**src/rtl/add_init_pkg.sv**
```systemverilog
// Shared types and constants for the adder initiator.
// Latency: n/a (package only).
// Backpressure: n/a (package only).
//
// Contents:
//   TIMER_W - width of the WAIT-state timeout counter (holds 1..255)
//   state_t - initiator FSM encoding
package add_init_pkg;

    localparam int TIMER_W = 8;

    typedef enum logic [1:0] {
        IDLE  = 2'd0,
        ISSUE = 2'd1,
        WAIT  = 2'd2,
        RESP  = 2'd3
    } state_t;

endpackage

```
**src/rtl/add_init_timer.sv**
```systemverilog
// Loadable down-counter that bounds how long the initiator waits for a result.
// Latency: expired_o is combinational from the count and dec_i; the count updates on the next edge.
// Backpressure: none; load_i takes priority over dec_i.
//
// Ports:
//   i_clk, i_rst  clock and asynchronous active-high reset
//   load_i        load the counter with G_TIMEOUT
//   dec_i         decrement the counter (saturates at 0)
//   expired_o     this decrement takes the count to zero
module add_init_timer
    import add_init_pkg::*;
#(
    parameter int G_TIMEOUT = 4
) (
    input  logic i_clk,
    input  logic i_rst,
    input  logic load_i,
    input  logic dec_i,
    output logic expired_o
);

    logic [TIMER_W-1:0] cnt_q;
    logic [TIMER_W-1:0] cnt_d;

    always_comb begin
        cnt_d = cnt_q;
        if (load_i) begin
            cnt_d = TIMER_W'(G_TIMEOUT);
        end else if (dec_i && (cnt_q != '0)) begin
            cnt_d = cnt_q - 1'b1;
        end
    end

    always_ff @(posedge i_clk or posedge i_rst) begin
        if (i_rst) begin
            cnt_q <= '0;
        end else begin
            cnt_q <= cnt_d;
        end
    end

    // A count of 1 means this is the last allowed empty cycle; a count of 0
    // is treated the same so a stray decrement can never wait forever.
    assign expired_o = dec_i && (cnt_q <= TIMER_W'(1));

endmodule

```
**src/rtl/add_initiator.sv**
```systemverilog
// Initiator for the adder: accepts an operand pair, issues one request, returns the sum with ovf/err status.
// Latency: request handshake to o_rsp_valid is 3 cycles with a 1-cycle adder; 4 cycles minimum per transaction.
// Backpressure: o_req_ready is high only in IDLE; the response is held until i_rsp_ready.
//
// Ports:
//   i_clk, i_rst                       clock, asynchronous active-high reset
//   i_req_valid/o_req_ready/i_req_A/B  upstream operand pair (ready/valid)
//   o_add_valid/o_add_A/o_add_B        one-cycle request strobe and latched operands to the adder
//   i_add_valid/i_add_C                adder result
//   o_rsp_valid/i_rsp_ready            downstream response (ready/valid)
//   o_rsp_C/o_rsp_ovf/o_rsp_err        captured sum, carry out, timeout/check error
// Build option: define ADD_INIT_CHECK_EN to compare each result against an internal A+B;
// a mismatch is flagged on o_rsp_err while the adder's value is still returned.
module add_initiator
    import add_init_pkg::*;
#(
    parameter int G_DATA_WIDTH = 3,
    parameter int G_TIMEOUT    = 4
) (
    input  logic                    i_clk,
    input  logic                    i_rst,
    input  logic                    i_req_valid,
    output logic                    o_req_ready,
    input  logic [G_DATA_WIDTH-1:0] i_req_A,
    input  logic [G_DATA_WIDTH-1:0] i_req_B,
    output logic                    o_add_valid,
    output logic [G_DATA_WIDTH-1:0] o_add_A,
    output logic [G_DATA_WIDTH-1:0] o_add_B,
    input  logic                    i_add_valid,
    input  logic [G_DATA_WIDTH:0]   i_add_C,
    output logic                    o_rsp_valid,
    input  logic                    i_rsp_ready,
    output logic [G_DATA_WIDTH:0]   o_rsp_C,
    output logic                    o_rsp_ovf,
    output logic                    o_rsp_err
);

    localparam int RW = G_DATA_WIDTH + 1;

    state_t                  state_q, state_d;
    logic [G_DATA_WIDTH-1:0] a_q, a_d;
    logic [G_DATA_WIDTH-1:0] b_q, b_d;
    logic [RW-1:0]           c_q, c_d;
    logic                    err_q, err_d;

    logic timer_load;
    logic timer_dec;
    logic timer_expired;
    logic chk_err;

    add_init_timer #(
        .G_TIMEOUT (G_TIMEOUT)
    ) u_timer (
        .i_clk     (i_clk),
        .i_rst     (i_rst),
        .load_i    (timer_load),
        .dec_i     (timer_dec),
        .expired_o (timer_expired)
    );

`ifdef ADD_INIT_CHECK_EN
    // Reference sum from the operands actually sent to the adder.
    logic [RW-1:0] chk_sum;
    assign chk_sum = RW'(a_q) + RW'(b_q);
    assign chk_err = (chk_sum != i_add_C);
`else
    assign chk_err = 1'b0;
`endif

    // The timer only counts empty WAIT cycles; a returned result stops it.
    assign timer_load = (state_q == ISSUE);
    assign timer_dec  = (state_q == WAIT) && !i_add_valid;

    // State register
    always_ff @(posedge i_clk or posedge i_rst) begin
        if (i_rst) begin
            state_q <= IDLE;
        end else begin
            state_q <= state_d;
        end
    end

    // Next-state logic; a result in the expiry cycle wins over the timeout.
    always_comb begin
        state_d = state_q;
        case (state_q)
            IDLE:    if (i_req_valid) state_d = ISSUE;
            ISSUE:   state_d = WAIT;
            WAIT:    if (i_add_valid || timer_expired) state_d = RESP;
            RESP:    if (i_rsp_ready) state_d = IDLE;
            default: state_d = IDLE;
        endcase
    end

    // Decoded outputs, driven from the state register only
    always_comb begin
        o_req_ready = 1'b0;
        o_add_valid = 1'b0;
        o_rsp_valid = 1'b0;
        case (state_q)
            IDLE:    o_req_ready = 1'b1;
            ISSUE:   o_add_valid = 1'b1;
            RESP:    o_rsp_valid = 1'b1;
            default: ;
        endcase
    end

    // Datapath next values: operands latch on accept, result/status on WAIT exit.
    always_comb begin
        a_d   = a_q;
        b_d   = b_q;
        c_d   = c_q;
        err_d = err_q;
        if ((state_q == IDLE) && i_req_valid) begin
            a_d = i_req_A;
            b_d = i_req_B;
        end
        if (state_q == WAIT) begin
            if (i_add_valid) begin
                c_d   = i_add_C;
                err_d = chk_err;
            end else if (timer_expired) begin
                c_d   = '0;
                err_d = 1'b1;
            end
        end
    end

    always_ff @(posedge i_clk or posedge i_rst) begin
        if (i_rst) begin
            a_q   <= '0;
            b_q   <= '0;
            c_q   <= '0;
            err_q <= 1'b0;
        end else begin
            a_q   <= a_d;
            b_q   <= b_d;
            c_q   <= c_d;
            err_q <= err_d;
        end
    end

    assign o_add_A   = a_q;
    assign o_add_B   = b_q;
    assign o_rsp_C   = c_q;
    assign o_rsp_ovf = c_q[RW-1];
    assign o_rsp_err = err_q;

endmodule
```
**config.mk**
```make
export PLATFORM = sky130hd
export DESIGN_NAME = add_initiator
export DESIGN_NICKNAME = d
export VERILOG_FILES = /design/src/rtl/add_init_pkg.sv /design/src/rtl/add_init_timer.sv /design/src/rtl/add_initiator.sv
export SDC_FILE = /design/constraint.sdc
export NUM_CORES = 1
export LEC_CHECK = 0
export BUFFER_PORTS_ARGS = -buffer_cell sky130_fd_sc_hd__buf_4
export CAP_MARGIN = 20
export CORE_MARGIN = 2
export CORE_UTILIZATION = 30
export CTS_CLUSTER_DIAMETER = 30
export DETAILED_ROUTE_END_ITERATION = 7
export PLACE_DENSITY = 0.49
export SLEW_MARGIN = 10
export SYNTH_ARGS = -nofsm -noshare
export SYNTH_HDL_FRONTEND = slang
export SYNTH_SLANG_ARGS = --single-unit
```
**constraint.sdc**
```tcl
create_clock -name i_clk -period 2.4 [get_ports i_clk]
set_input_delay 0 -clock i_clk [delete_from_list [all_inputs] [get_ports i_clk]]
set_output_delay 0 -clock i_clk [all_outputs]
set_load 0.05 [all_outputs]
```
==> summary.md, run 1 <==
| Metric | Value |
|---|---|
| Fmax | `0.502 GHz` |
| DP Wirelength | `1.70 mm` |
| Hold path cells | `4` |
| Worst rel slew slack | `45.6%` |
| Global-route wire length before repair | `4.02 mm` |
| Startpoint types | `flip-flop` |
| Pleak | `a little under 0.0007 uW` |
| Initial DRT Pass Iterations | `3` |
| Vias in the first global route | `a little under 900` |
| Crit. End Element | `flip-flop` |
| Global Route Usage Sum | `about an eighth` |
| PD cells | `about 1400 nW/um^2` |
| Reg2Reg Depth | `6` |
| Initial Utilization | `about a third` |
| RSZ-0062 raised after global routing | `no` |
| Hold Fails Final Rpt | `0` |
| Clock skew | `approximately 0.011 ns` |
| Most frequent cells in the layout | `30 x buf_4, 21 x dfrtp_1, 12 x dlygate4sd3_1` |
| Largest net degree at the start of global routing | `22` |
| Hold_sp | `i_req_valid` |
| Final critical-path share of the clock period | `about 83%` |
| Clock latency on the worst-skew pair | `a little over 0.3 ns` |
| Area of the core | `roughly 3400 sq um` |
| Crit Reg-Reg Startpoint | `state_q[0]` |
| Initial antenna violation count | `0` |
| Finish-stage setup viols | `0` |
| Setup CP Type | `flip-flop to flip-flop` |
| H-tree depth reported by CTS | `1` |
| Synthesized cell area | `around 1100 sq um` |
| Synth Instances | `between 90 and 100` |
| # diodes | `0` |
| Mapped Avg Cell Area | `11.8 sq um` |
| CTS Buf Count | `3` |
| Worst r2r dst | `u_timer.cnt_q[1]` |
| Combinational family with the most area after synthesis | `simple AND/OR/NAND/NOR gates` |
| Multi-input gate area | `between 500 and 600 sq um` |
| Crit. Startpoint | `state_q[0]` |
| Cell row count | `21` |
| Post-cts repair resize count | `0` |
| Setup tns final | `0 ns` |
| Drt total wl | `2.29 mm` |
| Synth-to-Final Area Change | `38.8%` |
| WHS Endpoint | `state_q[0]` |
| Adder-cell share of the synthesized area | `9.29%` |
| HP Class | `input port to flip-flop` |
| Die Ht | `63.9 microns` |
| DIE WIDTH | `63.9 microns` |
| Die area | `just over 4000 sq um` |
| Avg WL per Cell | `between 10 and 15 microns` |
| Register area share after synthesis | `between 40 and 50%` |
| Yosys reg bits | `21` |
| Required time of the critical path | `around 2.7 ns` |
| CTS tree | `built` |
| Synth cell types | `32` |
| Post-Synth XOR/XNOR Area | `between 4 and 5%` |
| DRT antenna net count | `0` |
| Status | `finished clean` |
| Power, Total | `between 2000 and 2500 uW` |
| Port Buffer Count | `29` |
| CP arrival | `between 2 and 2.5 ns` |
| GRT Residual Overflow | `0` |
| Simple-gate portion of the synthesized area | `between 10% and 20%` |
| Ys Warns | `0` |
| Post-synthesis compound-gate area fraction | `12.4%` |
| Avg Vias per Cell | `4.67` |
| Clock sink total | `21` |
| Reg2reg setup slack | `0.41 ns` |
| Post-layout nets | `roughly 160` |
| Most common cell after layout, fill and taps aside | `buf_4` |
| Clock-pin slew on the worst setup and hold paths | `~0.12 ns` |
| CTS Buffer Depth | `2` |
| Share of post-route cells with drive strength above 1 | `34.1%` |
| Flip-flop and latch area | `~530 sq um` |
| Pins Over Slew Limit | `0` |
| Max cap viols | `0` |
| Drt first-iter violations | `28` |
| Clock root buffer master | `clkbuf_4` |
| Crit path max fanout | `9` |
| Worst-margin pin slew | `approximately 0.82 ns` |
| Fill cells | `approximately 330` |
| Syn nets | `roughly 110` |
| Vias after detailed routing | `845` |
| Worst VDD drop | `0.886 mV` |
| Total I/O pin count | `30` |
| Routability-driven placement congestion ratio | `0.816` |
| Mux contribution to synthesized area | `between 8 and 9%` |
| Residual DRC | `0` |
| Minimum clock period | `1.99 ns` |
[how the worst max path moves through the flow]
stage	to	cells past startpoint	slack (ns)
after floorplan	u_timer.cnt_q[6]	7	0.56
after global placement	u_timer.cnt_q[6]	6	0.51
after detailed placement	u_timer.cnt_q[1]	6	0.43
after CTS	u_timer.cnt_q[1]	6	0.40
after global routing	u_timer.cnt_q[1]	6	0.22
final	u_timer.cnt_q[1]	6	0.41
[cells in the mapped netlist]
cell type   n  area [sq um]
nor4_2      1          12.5
nor3_1      1          5.00
nor4_4      1          21.3
a2111oi_2   1          15.0
nor3b_1     1          7.51
or2_2       2          12.5
a2111oi_1   1          10.0
a211oi_1    1          7.51
buf_4       1          7.51
inv_1       7          26.3
o21ai_1     1          5.00
xnor2_1     5          43.8
nand2_1     2          7.51
mux2_2      6          67.6
clkbuf_1    1          3.75
nor2_1      7          26.3
dfrtp_1    21           526
nand2b_1    1          6.26
nor4_1      1          6.26
mux2_4      1          15.0
ha_1        8           100
a32o_1      4          40.0
or3_1       1          6.26
or3b_1      1          8.76
mux2i_1     1          10.0
o21ai_0     1          5.00
and3_1      1          6.26
o21bai_1    2          15.0
nor2b_1     1          6.26
a21oi_1     6          30.0
or4_4       1          11.3
o22ai_1     1          6.26
[metrics by stage]
stage / hold WS [ns] / worst slack [ns] / instance area, sq um / util, % / instances
4_1_cts: 0.0979 / 0.400 / 1500 / 44.1 / 181
3_3_place_gp: 0.220 / 0.507 / 1350 / 39.8 / 165
5_1_grt: 0.123 / 0.222 / 1500 / 44.1 / 181
2_1_floorplan: -0.0235 / 0.565 / 1080 / - / 91
3_5_place_dp: 0.222 / 0.430 / 1350 / 39.8 / 165
6_report: 0.127 / 0.409 / 1500 / 44.1 / 181
[routing by layer]
layer	share of wire (%)	track usage (%)	vias up
met3	4.5	3.52	2
met5	0	0	-
met4	0.74	3.26	0
li1	-	-	410
met2	49	22.5	20
met1	46	14.6	413
[critical path: stages, from the launching register on]
cell	delay (ns)
dfrtp_1	0.43
inv_1	0.13
ha_1	0.34
nand2b_1	0.22
a21oi_1	0.44
mux2i_1	0.24
nor2b_1	0.14
[power by group]
group	switching (uW)	internal [uW]	total, uW
Sequential	128	507	635
Combinational	822	503	1330
Clock	109	64.8	174
[logic make-up after synthesis]
group | after synthesis
compound gates | 18
xor+xnor | 5
fa+ha+maj | 8
simple gates | 22
flops | 21
buf+inv | 9
mux | 8
[cell type report]
cell class | instances | area share, %
inverters | 7 | 1.76
well taps | 46 | 3.85
flip-flops and latches | 21 | 35.1
repair buffers | 42 | 23.1
clock buffers | 4 | 1.76
multi-input cells | 61 | 34.4
[registers in the layout (all words and copies together), names as in the netlist]
| name | count |
|---|---|
| o_add_A | 3 |
| o_add_B | 3 |
| o_rsp_C | 4 |
| o_rsp_err | 1 |
| state_q | 2 |
| u_timer.cnt_q | 8 |
[timing repair]
item	4_1_cts	5_1_grt
buffers inserted	0	0
endpoints found under the hold margin	32	0
hold buffers	12	0
(Power assumes the default switching activity.)
==> inputs of run 2 (changes only) <==
--- a/config.mk
+++ b/config.mk
@@ -5,13 +5,14 @@
 export SDC_FILE = /design/constraint.sdc
 export NUM_CORES = 1
 export LEC_CHECK = 0
+export ABC_AREA = 1
 export BUFFER_PORTS_ARGS = -buffer_cell sky130_fd_sc_hd__buf_4
 export CAP_MARGIN = 20
 export CORE_MARGIN = 2
 export CORE_UTILIZATION = 30
 export CTS_CLUSTER_DIAMETER = 30
 export DETAILED_ROUTE_END_ITERATION = 7
-export PLACE_DENSITY = 0.49
+export PLACE_DENSITY = 0.5
 export SLEW_MARGIN = 10
 export SYNTH_ARGS = -nofsm -noshare
 export SYNTH_HDL_FRONTEND = slang
==> constraint.sdc (replaced) <==
create_clock -name i_clk -period 1.67 [get_ports i_clk]
set_input_delay 0 -clock i_clk [delete_from_list [all_inputs] [get_ports i_clk]]
set_output_delay 0 -clock i_clk [all_outputs]
set_load 0.05 [all_outputs]
==> summary.md, run 2 <==
| Metric | Value |
|---|---|
| Synthesized cell area | `between 1000 and 1500 sq um` |
| Clock-pin slew on the worst setup and hold paths | `about 0.08 ns` |
| Worst VDD drop | `1.12 mV` |
| Fmax | `about 0.67 GHz` |
| DP Wirelength | `around 1.9 mm` |
| Synth-to-Final Area Change | `38.1%` |
| Clock latency on the worst-skew pair | `0.26 ns` |
| Mapped Avg Cell Area | `~8.3 sq um` |
| Largest register FFs | `8` |
| # diodes | `0` |
| Avg Vias per Cell | `between 4 and 5` |
| Initial Utilization | `between 30% and 40%` |
| CTS tree | `built` |
| Post-layout nets | `between 200 and 250` |
| Fill cells | `between 300 and 400` |
| Worst rel slew slack | `about 80%` |
| Synth cell types | `18` |
| CP arrival | `between 1.5 and 2 ns` |
| DRT antenna net count | `0` |
| Ys Warns | `0` |
| EDFF count, synth | `0` |
| Most frequent cells in the layout | `42 x nand2_1, 30 x buf_4, 21 x dfrtp_1` |
| Vias after detailed routing | `around 1000` |
| Vias in the first global route | `~1100` |
| Routability-driven placement congestion ratio | `0.758` |
| Worst-margin pin slew | `roughly 0.27 ns` |
| Die Ht | `around 66 microns` |
| Post-synth top cells | `42 x nand2_1, 21 x dfrtp_1, 21 x inv_1` |
| Global Route Usage Sum | `about an eighth` |
| Synth Instances | `~140` |
| Initial DRT Pass Iterations | `4` |
| Avg WL per Cell | `10.5 microns` |
| Clock sink total | `21` |
| Share of post-route cells with drive strength above 1 | `between 20 and 30%` |
| Postcts setup bufs | `0` |
| DIE WIDTH | `approximately 66 microns` |
| Ys flop type | `dfrtp_1` |
| Count leader, synth | `nand2_1` |
| Global-route wire length before repair | `4.20 mm` |
| Final critical-path share of the clock period | `between 80 and 90%` |
| Drt first-iter violations | `33` |
| Total I/O pin count | `30` |
| Die area | `4360 sq um` |
| Status | `finished clean` |
| Crit path max fanout | `5` |
| RSZ-0062 raised after global routing | `no` |
| Clock skew | `between 0.004 and 0.005 ns` |
| Finish-stage setup viols | `0` |
| Hold Fails Final Rpt | `0` |
| Setup tns final | `0 ns` |
| Max cap viols | `0` |
| Pins Over Slew Limit | `0` |
| GRT Residual Overflow | `0` |
| HP Class | `input port to flip-flop` |
| Required time of the critical path | `around 1.8 ns` |
| CTS Buffer Depth | `2` |
| Drt total wl | `about 2.4 mm` |
| Largest register by flop count | `u_timer.cnt_q` |
| Yosys reg bits | `21` |
| Setup CP Type | `flip-flop to flip-flop` |
| H-tree depth reported by CTS | `1` |
| Most common cell after layout, fill and taps aside | `nand2_1` |
| Residual DRC | `0` |
| Register area share after synthesis | `a little under half` |
| Crit. End Element | `flip-flop` |
| Syn nets | `between 150 and 200` |
| Initial antenna violation count | `0` |
| PD cells | `1910 nW/um^2` |
| Area of the core | `approximately 3700 sq um` |
| Cell row count | `22` |
| Minimum clock period | `about 1.5 ns` |
| Ys async rst share | `100%` |
| Largest net degree at the start of global routing | `22` |
| Area share of the largest cell type after synthesis | `between 40% and 50%` |
| Synth area leaders | `dfrtp_1 46%, nand2_1 14%, ha_1 8.7%` |
| Yosys top cell by area | `dfrtp_1` |
| Pleak | `around 0.00084 uW` |
| Power, Total | `between 3000 and 4000 uW` |
| CTS Buf Count | `3` |
| Clock root buffer master | `clkbuf_8` |
| Port Buffer Count | `29` |
| Startpoint types | `flip-flop` |
-- run 2: cell types whose count changed after synthesis, sizes merged, moves of 4 or more --
cell and change:
nand4 +5, nand3 +11, xnor2 -5, inv +16, nor2 +6, a32o -4
a21oi -4, nand2 +41
-- run 2: cell type report --
| class | instances | area, sq um | share of cell area (%) |
|---|---|---|---|
| clock buffer | 3 | 41.3 | 2.59 |
| inverter | 23 | 86.3 | 5.42 |
| multi-input combinational | 94 | 539 | 33.9 |
| tap | 48 | 60.1 | 3.77 |
| sequential | 21 | 526 | 33.0 |
| clock inverter | 1 | 5.00 | 0.314 |
| timing repair buffer | 41 | 335 | 21.1 |
-- run 2: routing by layer --
metal | up-vias | routed length, microns | GRT usage (%)
met3 | 7 | 138 | 4.26
li1 | 520 | - | -
met2 | 27 | 1230 | 23.6
met1 | 487 | 1010 | 12.9
met5 | - | 0 | 0
met4 | 0 | 38 | 3.83
-- run 2: report_power, final --
part           switching [uW]  total [uW]  internal (uW)
sequential                149         864            715
clock                     170         337            166
combinational            1240        1850            603
-- run 2: stage by stage --
| stage | hold slack (ns) | util, % | area (sq um) | setup WS, ns | instances |
|---|---|---|---|---|---|
| global placement | 0.0580 | 38.9 | 1430 | 0.177 | 216 |
| floorplan | -0.0235 | - | 1160 | 0.0495 | 139 |
| global route | 0.107 | 43.2 | 1590 | 0.0354 | 231 |
| finish | 0.0861 | 43.2 | 1590 | 0.177 | 231 |
| detailed placement | 0.0639 | 38.9 | 1430 | 0.141 | 216 |
| CTS | 0.0897 | 43.1 | 1590 | 0.131 | 231 |
-- run 2: cells by family after synthesis --
kind of cell / synth area share [%]
mux: 5.86
buf+inv: 8.14
flops: 45.6
compound gates: 3.47
fa+ha+maj: 8.68
simple gates: 28.3
-- run 2: critical path: stages (launching register included) --
cell and delay (ns):
dfrtp_1 0.39, inv_1 0.13, ha_1 0.23, nor2_1 0.07
nor2_1 0.18, nand3_1 0.22, nand3_1 0.13, nand2_1 0.05
-- run 2: path summary, 6_finish.rpt --
path,to,cells past startpoint,slack [ns],startpoint
worst max-delay path,o_rsp_C[1],7,0.18,u_timer.cnt_q[0]
worst min-delay path,state_q[1],5,0.09,i_add_valid
worst max register to register,o_rsp_C[1],7,0.18,u_timer.cnt_q[0]
worst min register to register,o_add_B[0],1,0.51,o_add_B[0]
max in group asynchronous,state_q[0],4,1.13,i_rst
min in group asynchronous,u_timer.cnt_q[4],4,0.33,i_rst
-- run 2: what timing repair did --
item / 4_1_cts / 5_1_grt
hold buffers: 11 / 0
hold endpoints to repair: 31 / 0
endpoints found under the setup margin: 0 / 7
resized for setup: 0 / 2
==> inputs of run 3 (changes only) <==
==> constraint.sdc (replaced) <==
create_clock -name i_clk -period 1.3 [get_ports i_clk]
set_input_delay 0 -clock i_clk [delete_from_list [all_inputs] [get_ports i_clk]]
set_output_delay 0 -clock i_clk [all_outputs]
set_load 0.05 [all_outputs]
==> summary.md, run 3 (synthesis gave the netlist of run 2 again) <==
| Metric | Value |
|---|---|
| Status | `complete, but fails checks` |
| Failing checks | `negative setup slack` |
| Setup tns final | `-0.124 ns` |
| Power, Total | `between 4000 and 5000 uW` |
| Post-layout nets | `220` |
| Largest register by flop count | `u_timer.cnt_q` |
| Fmax | `~0.74 GHz` |
| Logic pwr share | `65.4%` |
| Minimum clock period | `between 1 and 1.5 ns` |
| Initial antenna violation count | `0` |
| Setup CP Type | `flip-flop to flip-flop` |
| Largest register FFs | `8` |
| Clock-pin slew on the worst setup and hold paths | `~0.090 ns` |
| Hold_sp | `i_add_valid` |
| H-tree depth reported by CTS | `1` |
| Pleak | `between 0.0009 and 0.001 uW` |
| Int Power | `around 2300 uW` |
| Crit Reg-Reg Startpoint | `state_q[0]` |
| Synth-to-Final Area Change | `59.2%` |
| Multi-input gate area | `between 600 and 700 sq um` |
| WHS | `~0.11 ns` |
| Worst VDD drop | `~2.0 mV` |
| CP arrival | `1.55 ns` |
| Clock sink total | `21` |
| Final critical-path share of the clock period | `104%` |
| Vias after detailed routing | `1052` |
| RSZ-0062 raised after global routing | `yes` |
| Fin util | `around half` |
| Largest net degree at the start of global routing | `22` |
| Hold Fails Final Rpt | `0` |
| Die area | `between 4000 and 5000 sq um` |
| Drt first-iter violations | `about 40` |
| Global Route Usage Sum | `13.7%` |
| DP Wirelength | `between 2 and 2.5 mm` |
| Avg Vias per Cell | `4.31` |
| Initial Utilization | `around 31%` |
| Clock power share | `around a tenth` |
| Most frequent cells in the layout | `42 x buf_4, 41 x nand2_1, 19 x dfrtp_1` |
| Port Buffer Count | `29` |
| Reported net switching power | `about 2300 uW` |
| # diodes | `0` |
| Clock latency on the worst-skew pair | `approximately 0.26 ns` |
| Worst rel slew slack | `81.3%` |
| Drt total wl | `2.92 mm` |
| Final cell count without fillers | `around 240` |
| Worst-margin pin slew | `0.280 ns` |
| Clock skew | `0.00486 ns` |
| GRT Residual Overflow | `0` |
| Fill cells | `between 300 and 400` |
| Cell row count | `22` |
| PD cells | `roughly 2500 nW/um^2` |
| Seq pwr share | `between 20% and 30%` |
| Total I/O pin count | `30` |
| CTS tree | `built` |
| CTS Buffer Depth | `2` |
| Worst setup margin | `-0.0539 ns` |
| Placed Cells | `roughly 230` |
| Routability-driven placement congestion ratio | `between 0.7 and 0.8` |
| Vias in the first global route | `about 1000` |
| Finish-stage setup viols | `6` |
| Sw frac | `49.9%` |
| Most common cell after layout, fill and taps aside | `buf_4` |
| Clock root buffer master | `clkbuf_8` |
| Crit path max fanout | `8` |
| Crit. End Element | `flip-flop` |
| HP Class | `input port to flip-flop` |
| DRT antenna net count | `0` |
| Max cap viols | `0` |
| Share of post-route cells with drive strength above 1 | `between 40 and 50%` |
| Die Ht | `66.0 microns` |
| CTS Buf Count | `3` |
| Pins Over Slew Limit | `0` |
| Flip-flop and latch area | `528 sq um` |
| Initial DRT Pass Iterations | `4` |
| Residual DRC | `0` |
| Global-route wire length before repair | `roughly 4.6 mm` |
| Required time of the critical path | `about 1.5 ns` |
| Area of the core | `about 3700 sq um` |
| Crit. Startpoint | `state_q[0]` |
| Avg WL per Cell | `about 12 microns` |
| DIE WIDTH | `66.0 microns` |
| Startpoint types | `flip-flop` |
==> run 3: what timing repair did <==
| action | 4_1_cts | 5_1_grt |
|---|---|---|
| hold buffers | 11 | 0 |
| setup buffers | 2 | 1 |
| pin swaps | 5 | 6 |
| setup endpoints to repair | 14 | 20 |
| hold endpoints to repair | 31 | 0 |
| gates resized for setup | 7 | 12 |
==> run 3: path summary, 6_finish.rpt <==
check | end | cells past startpoint | slack [ns]
setup / recovery | u_timer.cnt_q[0] | 9 | -0.05
hold / removal | o_rsp_C[1] | 4 | 0.11
setup reg to reg | u_timer.cnt_q[0] | 9 | -0.05
hold reg to reg | o_add_B[1] | 1 | 0.52
max in group asynchronous | state_q[0] | 4 | 0.74
min in group asynchronous | o_add_B[2] | 4 | 0.33
==> run 3: metrics by stage <==
step | setup slack [ns] | cell area (sq um)
4_1_cts | -0.0658 | 1780
2_1_floorplan | -0.0116 | 1220
6_report | -0.0539 | 1840
5_1_grt | -0.150 | 1840
3_3_place_gp | -0.0730 | 1590
3_5_place_dp | -0.0803 | 1590
==> run 3: metal layers <==
layer | vias up | share of wire (%) | GRT usage, % | routed length [microns]
li1 | 548 | - | - | -
met1 | 480 | 45 | 17.0 | 1320
met2 | 22 | 51 | 24.4 | 1480
met3 | 2 | 4.0 | 3.58 | 116
met4 | 0 | 0.27 | 1.53 | 8
met5 | - | 0 | 0 | 0
==> run 3: critical path, stage by stage, from the launching register on <==
cell and delay [ns]:
dfrtp_2 0.43, inv_4 0.07, ha_4 0.13, inv_2 0.04, nor2_4 0.09, inv_2 0.07
nor2_4 0.20, buf_4 0.16, nand3_2 0.06, o21ai_2 0.05
==> run 3: layout make-up <==
cell class	count	share of cell area (%)
clock inverters	1	0.409
flip-flops and latches	21	28.7
well taps	48	3.27
repair buffers	54	24.3
clock buffers	3	2.25
multi-input cells	94	36.1
inverters	23	4.97
==> run 3: power by group through the flow <==
stage	logic (uW)	registers (uW)	clock network, uW
final	3010	1140	450
after global routing	3240	1180	500
after CTS	2890	1130	485
after detailed placement	2760	1140	0
after global placement	2720	1130	0
after floorplan	1380	1700	0
